**config.mk**
```make
export PLATFORM = sky130hd
export DESIGN_NAME = queue_ctrl_4x4b
export DESIGN_NICKNAME = d
export VERILOG_FILES = /design/src/rtl/queue_ctrl_pkg.sv /design/src/rtl/queue_ptr_ctr.sv /design/src/rtl/queue_ctrl_4x4b.sv
export SDC_FILE = /design/constraint.sdc
export NUM_CORES = 1
export LEC_CHECK = 0
export CAP_MARGIN = 40
export CORE_AREA = 8 8 45 47
export CTS_CLUSTER_SIZE = 14
export DETAILED_ROUTE_END_ITERATION = 10
export DIE_AREA = 0 0 53 55
export DONT_BUFFER_PORTS = 1
export GPL_TIMING_DRIVEN = 1
export MAX_ROUTING_LAYER = met4
export PLACE_DENSITY = 0.59
export SKIP_LAST_GASP = 1
export SLEW_MARGIN = 25
export SYNTH_ARGS = -nofsm -noshare
export SYNTH_HDL_FRONTEND = slang
export SYNTH_HIERARCHICAL = 1
export SYNTH_SLANG_ARGS = --single-unit
```
**constraint.sdc**
```tcl
create_clock -name clk -period 5.15 [get_ports clk]
set_clock_uncertainty 0.15 [all_clocks]
set_input_delay 0.515 -clock clk [delete_from_list [all_inputs] [get_ports clk]]
set_output_delay 0.515 -clock clk [all_outputs]
set_load 0.02 [all_outputs]
```
**src/rtl/queue_ctrl_pkg.sv**
```systemverilog
// queue_ctrl_pkg: shared types and sizing constants for the 4-entry,
// 4-bit FIFO control stage (queue_ctrl_4x4b) and its pointer counters.
//   state_e : occupancy FSM encoding (EMPTY, MID, FULL)
//   DEPTH   : number of FIFO entries
//   PTR_W   : head/tail pointer width
//   CNT_W   : occupancy count width (holds 0..DEPTH)
//   MSG_W   : message width, equal to the register-file word width
package queue_ctrl_pkg;

  typedef enum logic [1:0] {
    EMPTY = 2'd0,
    MID   = 2'd1,
    FULL  = 2'd2
  } state_e;

  localparam int DEPTH = 4;
  localparam int PTR_W = 2;
  localparam int CNT_W = PTR_W + 1;
  localparam int MSG_W = 4;

endpackage

```
**src/rtl/queue_ptr_ctr.sv**
```systemverilog
// queue_ptr_ctr: wrap-around pointer register used for the FIFO head and
// tail. Resets asynchronously to 0 and advances by one on each clock edge
// where inc is high, wrapping from 2**p_naddr-1 back to 0.
//   clk   in  clock
//   rst_n in  asynchronous active-low reset
//   inc   in  advance the pointer this cycle
//   ptr   out current pointer value
module queue_ptr_ctr #(
  parameter int p_naddr = 2
) (
  input  logic               clk,
  input  logic               rst_n,
  input  logic               inc,
  output logic [p_naddr-1:0] ptr
);

  // The natural overflow of the p_naddr-bit add gives the modulo wrap.
  always_ff @(posedge clk or negedge rst_n) begin
    if (!rst_n) begin
      ptr <= '0;
    end else if (inc) begin
      ptr <= ptr + 1'b1;
    end
  end

endmodule

```
**src/rtl/queue_ctrl_4x4b.sv**
```systemverilog
// queue_ctrl_4x4b: control stage for a 4-entry, 4-bit FIFO whose data
// lives in an external flat 1r1w register file. This block owns the
// head/tail pointers, the occupancy count and the EMPTY/MID/FULL FSM.
//
// Handshakes: a transfer happens on a rising clock edge where both valid
// and ready are high. enq_rdy never depends on enq_val; deq_val never
// depends on deq_rdy. A sender holding valid keeps its message stable
// until the transfer happens.
//
// Ports:
//   clk, rst_n           clock, asynchronous active-low reset
//   enq_val/enq_rdy/enq_msg  upstream valid/ready interface
//   deq_val/deq_rdy/deq_msg  downstream valid/ready interface
//   rf_wen/rf_waddr/rf_wdata register-file write port (tail)
//   rf_raddr/rf_rdata        register-file read port (head), rdata comb.
//   count                occupancy 0..4
//   state_dbg            current FSM state, for observation
//
// Build option: QUEUE_CTRL_BYPASS_EN lets a message arriving at an empty
// queue appear on deq_msg in the same cycle; if it is taken that cycle
// it never touches the register file.
module queue_ctrl_4x4b
  import queue_ctrl_pkg::*;
#(
  parameter int p_nbits = MSG_W,
  parameter int p_naddr = PTR_W
) (
  input  logic               clk,
  input  logic               rst_n,
  input  logic               enq_val,
  output logic               enq_rdy,
  input  logic [p_nbits-1:0] enq_msg,
  output logic               deq_val,
  input  logic               deq_rdy,
  output logic [p_nbits-1:0] deq_msg,
  output logic               rf_wen,
  output logic [p_naddr-1:0] rf_waddr,
  output logic [p_nbits-1:0] rf_wdata,
  output logic [p_naddr-1:0] rf_raddr,
  input  logic [p_nbits-1:0] rf_rdata,
  output logic [p_naddr:0]   count,
  output state_e             state_dbg
);

  localparam logic [p_naddr:0] CNT_ONE  = (p_naddr+1)'(1);
  localparam logic [p_naddr:0] CNT_LAST = (p_naddr+1)'((1 << p_naddr) - 1);

  state_e             state_q, state_d;
  logic [p_naddr:0]   count_q, count_d;
  logic [p_naddr-1:0] head, tail;
  logic               enq_fire, deq_fire;
  logic               pass;      // message bypasses storage entirely
  logic               do_write;  // message is stored at tail
  logic               do_read;   // head entry is consumed

  // Gating with rst_n keeps the upstream from seeing ready while reset
  // is holding the queue empty.
  assign enq_rdy = (state_q != FULL) & rst_n;

`ifdef QUEUE_CTRL_BYPASS_EN
  logic bypass;
  assign bypass  = (state_q == EMPTY) & enq_val & rst_n;
  assign deq_val = (state_q != EMPTY) | bypass;
  assign deq_msg = bypass ? enq_msg : rf_rdata;
  assign pass    = bypass & deq_rdy;
`else
  assign deq_val = (state_q != EMPTY);
  assign deq_msg = rf_rdata;
  assign pass    = 1'b0;
`endif

  assign enq_fire = enq_val & enq_rdy;
  assign deq_fire = deq_val & deq_rdy;
  assign do_write = enq_fire & ~pass;
  assign do_read  = deq_fire & ~pass;

  assign rf_wen   = do_write;
  assign rf_waddr = tail;
  assign rf_wdata = enq_msg;
  assign rf_raddr = head;

  assign count     = count_q;
  assign state_dbg = state_q;

  queue_ptr_ctr #(.p_naddr(p_naddr)) u_head (
    .clk   (clk),
    .rst_n (rst_n),
    .inc   (do_read),
    .ptr   (head)
  );

  queue_ptr_ctr #(.p_naddr(p_naddr)) u_tail (
    .clk   (clk),
    .rst_n (rst_n),
    .inc   (do_write),
    .ptr   (tail)
  );

  always_ff @(posedge clk or negedge rst_n) begin
    if (!rst_n) begin
      state_q <= EMPTY;
      count_q <= '0;
    end else begin
      state_q <= state_d;
      count_q <= count_d;
    end
  end

  always_comb begin
    count_d = count_q;
    if (do_write && !do_read) begin
      count_d = count_q + 1'b1;
    end else if (do_read && !do_write) begin
      count_d = count_q - 1'b1;
    end
  end

  // count_q is the pre-update occupancy, so the FULL/EMPTY edges are
  // detected one entry early.
  always_comb begin
    state_d = state_q;
    case (state_q)
      EMPTY: begin
        if (do_write) state_d = MID;
      end
      MID: begin
        if (do_write && !do_read && count_q == CNT_LAST) begin
          state_d = FULL;
        end else if (do_read && !do_write && count_q == CNT_ONE) begin
          state_d = EMPTY;
        end
      end
      FULL: begin
        if (do_read) state_d = MID;
      end
      default: state_d = EMPTY;
    endcase
  end

endmodule

```
Yosys cells after proc, flatten, opt, wreduce, memory -nomap -nowiden
Index checks and enable logic that the tools add are counted.
- bits in registers: 9
- input port bits: 12
- output and inout bits: 20
- logic and storage cells: 36
- $add $sub $neg: 4
- equality and inequality tests: 8
- multiplexer cells: 7
- bitwise gates (word level): 3
- reductions and logical operators: 10
- operators by type and width (operator ; number):
    $mux W2 ; 4
    $mux W3 ; 2
    $ne A2 B2 Y1 const B ; 3
    $pmux W2 S3 ; 1
    $add A2 B1 Y2 const B ; 2
    $logic_and A1 B1 Y1 ; 4
    $reduce_bool A2 Y1 ; 2
    $add A3 B1 Y3 const B ; 1
    $and A1 B1 Y1 ; 3
    $eq A3 B1 Y1 const B ; 1
    $eq A3 B2 Y1 const B ; 1
    $ne A3 B3 Y1 const B ; 1
    $reduce_and A3 Y1 ; 1
    $sub A3 B1 Y3 const B ; 1
    $eq A2 B1 Y1 const B ; 1
    $eq A2 B2 Y1 const B ; 1
    $logic_not A1 Y1 ; 2
    $logic_not A2 Y1 ; 1

Longest topological paths before layout
- depth after elaboration: 9
- depth in mapped cells: 7
- depth with buffers taken out: 7

Modules after synthesis
Netlist, hierarchy kept.
- by module, submodules not included (module ; instances ; cells an instance ; area each (um^2) ; seq. area each (um^2)):
    queue_ctrl_4x4b ; 1 ; 46 ; 409.1 ; 125.1
    queue_ptr_ctr ; 2 ; 5 ; 71.3 ; 50.0

Worst setup path after synthesis
Ideal clock, no wire load.
- kind: reg2reg
- start: register state_q[0], in the netlist state_dbg[0]
- end: register count_q[2], in the netlist count[2]
- arrival time: 1.708 ns
- slack: 3.214 ns
- stages on the path, launching flop included: 7
- path buffers: 0
- period minus slack after synthesis: 1.936 ns
- cells stage by stage: dfrtp_1 -> nand2b_1 -> and3_1 -> inv_1 -> ha_1 -> o21bai_1 -> a21oi_1
- longest elaborated chain between the ends: 6
- elaborated cells between the ends (all ways): 11
- classes of those cells: eq/ne: 1; mux: 1; bitwise: 3; reduce/logical: 6
- ends and longest elaborated chain (element ; line ; source):
    start: declaration ; queue_ctrl_4x4b.sv:48 ; state_e state_q, state_d;
    start signal: assignment ; queue_ctrl_4x4b.sv:104 ; state_q <= state_d;
    $ne A2 B2 Y1 * ; queue_ctrl_4x4b.sv:58 ; assign enq_rdy = (state_q != FULL) & rst_n;
    $and A1 B1 Y1 * ; queue_ctrl_4x4b.sv:58 ;
    $and A1 B1 Y1 * ; queue_ctrl_4x4b.sv:72 ; assign enq_fire = enq_val & enq_rdy;
    net rf_wen ; queue_ctrl_4x4b.sv:36 ; output logic rf_wen,
    $logic_not A1 Y1 ; queue_ctrl_4x4b.sv:113 ; end else if (do_read && !do_write) begin
    $logic_and A1 B1 Y1 ; queue_ctrl_4x4b.sv:113 ;
    $reduce_bool A2 Y1 (no line) ; n/a ;
    end signal: assignment ; queue_ctrl_4x4b.sv:105 ; count_q <= count_d;
    end: declaration ; queue_ctrl_4x4b.sv:49 ; logic [p_naddr:0] count_q, count_d;
The timed path passes the listed nets; every way through them passes the cells marked *.
A chain may end at the register's enable or synchronous reset.

Worst setup path after layout
Ends and elaborated chain as after synthesis.

==> results_dict.tcl <==
set metrics [dict create \
    outcome "finished clean" \
    worstSkewPairLatency_ns 0.26 \
    cap_violations 0 \
    drt-wirelength-per-cell_um 14.7 \
    startpoint "state_dbg[0]$_DFFE_PN0P_" \
    place_hpwl_um 785 \
    numCtsBuffers 3 \
    grt_setup_unrepaired "no" \
    syn_area_per_cell_um2 9.85 \
    drc_errors 0 \
    critPathMaxFanout 6 \
    synth_cell_types 19 \
    worst_path_max_delay_cell "dfrtp_1" \
    finalWorstSetupSlack_ns 3.03 \
    die_h_um 55 \
    path_clk_slew_ns 0.06 \
    endpoint_kind "flip-flop" \
    synth_area_um2 552 \
    num_io_pins 32 \
    antenna_cells 0 \
    cp.arrival_ns 2.15 \
    grtUsageMet1 0.0710 \
    hold_path.class "in2reg" \
    grt_usage 0.0810 \
    synth-seq-cells 9 \
    tightestPinTransition_ns 0.409 \
    hp-start "deq_rdy" \
    drv_slew 0 \
    finalNetCount 72 \
    leakage_uw 0.000262 \
    yosysWarnings 6 \
    overflow 0 \
    placed_area_um2 512 \
    cp.required_ns 5.18 \
    slew_headroom 0.726 \
    totalWireLength_um 1010 \
    top_usage_layer "met2" \
    period_needed_ns 2.12 \
    synth_cells 56 \
    h-tree-depth 1 \
    setup_viol 0 \
    die_w_um 53 \
    dr_total_vias 355 \
    finalCritPeriodShare 0.412 \
    dp_worst_setup_slack_ns 3.02 \
    firstDrtPassIters 4 \
    core_region_area_mm2 0.00138 \
    grt_max_degree 10 \
    slowest_delay_ns 0.51 \
    root_buffer "clkbuf_4" \
    die-area_mm2 0.00292 \
    viasPerCell 5.14 \
    grtUsageMet3 0.0695 \
    r2r-start "state_dbg[0]$_DFFE_PN0P_" \
    critPathKind "reg2reg" \
    path_cells "nand2b_1, and3_1, inv_1, ha_1, o21bai_1, a21oi_1" \
    final-hold-violation-count 0 \
    drive_gt1_frac 0.0566 \
    rows 14 \
    antenna_found_initial 0 \
    start_util 0.399 \
    clockBufferDepth 2 \
    postRouteAntennaNets 0 \
    dr.first_iter.drc_count 4 \
    cp-start-kind "flip-flop" \
    synth_nets 74 \
    ctsResizeCount 0 \
    ir_drop_v 0.000247 \
    tns_ns 0 \
    pwr_density_cell_mw_per_mm2 599 \
    syn_to_final_growth_pct -0.680 \
    fmax_mhz 472 \
    grt_first_pass_wirelength_um 1630 \
    stdcell_area_um2 548 \
    io_buffers 0 \
    cts_tree "done" \
    grt_pass1_vias 359 \
    ys_seq_area_frac 0.408 \
    grtUsageMet2 0.125 \
    place.gp.congestion 0.694 \
    clock_sinks 9 \
]
[layer usage]
layer,part of all wire,wire [um],up-vias
met5,0,0,-
met4,0.0039,4,0
met3,0.15,153,2
met2,0.49,497,16
met1,0.35,359,167
li1,-,-,170
[power by group]
group | internal (uW) | leakage [uW] | switching [uW]
Combinational | 46.3 | 0.000142 | 50.3
Sequential | 103 | 0.000105 | 75.0
Clock | 29.8 | 0.0000150 | 24.1
Total | 179 | 0.000262 | 149
[layout make-up]
class                   instances  area (um2)
fillers                       148         836
repair buffers                  1        10.0
inverters                       5        18.8
well taps                      16        20.0
flip-flops and latches          9         225
multi-input cells              34         248
clock buffers                   4        26.3
[flip-flops by register name, summed over array words and instances, names as in the netlist]
register and count:
count 3, u_tail/ptr 2, u_head/ptr 2, state_dbg 2
[worst paths after layout]
kind | endpoint | slack [ns] | cells past startpoint
max | count[2]$_DFFE_PN0P_ | 3.03 | 6
min | state_dbg[1]$_DFFE_PN0P_ | 0.21 | 1
max reg2reg | count[2]$_DFFE_PN0P_ | 3.03 | 6
min reg2reg | u_tail/ptr[1]$_DFFE_PN0P_ | 0.46 | 1
max in group asynchronous | count[2]$_DFFE_PN0P_ | 4.09 | 1
min in group asynchronous | u_head/ptr[0]$_DFFE_PN0P_ | 0.47 | 1
[logic make-up (layout without fill, tap and decap cells)]
| group | count (synthesis) | in the layout | share of synthesized area |
|---|---|---|---|
| AND/OR/NAND/NOR | 13 | 13 | 0.125 |
| buffers and inverters | 13 | 10 | 0.143 |
| AO/OA/AOI/OAI | 9 | 9 | 0.0930 |
| flip-flops | 9 | 9 | 0.408 |
| adder cells (fa/ha/maj) | 6 | 6 | 0.136 |
| XOR/XNOR | 6 | 6 | 0.0953 |
[synthesized netlist by cell type, drive strengths merged]
cell type / n / area [um2]
o21ai: 2 / 10.0
and3: 1 / 6.26
a21oi: 4 / 20.0
nand3: 1 / 5.00
buf: 8 / 60.1
nand2: 6 / 22.5
or2: 1 / 6.26
and2: 1 / 6.26
inv: 5 / 18.8
a211oi: 1 / 7.51
nand2b: 1 / 6.26
nand3b: 1 / 7.51
ha: 6 / 75.1
dfrtp: 9 / 225
and3b: 1 / 8.76
xor2: 3 / 26.3
o22ai: 1 / 6.26
o21bai: 1 / 7.51
xnor2: 3 / 26.3
[placed cells by master (no fill, tap or decap), drive strengths merged]
cell         count
ha               6
xor2             3
nand2            6
o21ai            2
and3b            1
or2              1
inv              5
and2             1
a211oi           1
o21bai           1
and3             1
xnor2            3
nand3            1
a21oi            4
nand2b           1
o22ai            1
clkbuf           4
dlygate4sd3      1
dfrtp            9
nand3b           1
[timing repair]
item | CTS | global route
hold buffers | 1 | 0
hold endpoints to repair | 9 | 0
buffers inserted | 0 | 0
[through the flow]
| step | std cells | util | total power (uW) | hold slack (ns) |
|---|---|---|---|---|
| floorplan | 56 | - | 262 | 0.0694 |
| global placement | 64 | 0.370 | 275 | 0.0697 |
| detailed placement | 64 | 0.370 | 278 | 0.0697 |
| CTS | 69 | 0.396 | 337 | 0.197 |
| global route | 69 | 0.396 | 361 | 0.193 |
| finish | 69 | 0.396 | 328 | 0.208 |
[worst max-delay path, delay by kind of cell, from the launching register on]
family,cells,cell delay [ns]
flip-flops,1,0.51
adder cells (fa/ha/maj),1,0.37
AO/OA/AOI/OAI,2,0.33
AND/OR/NAND/NOR,2,0.59
buffers and inverters,1,0.09
Power figures use the tool's default switching activity.
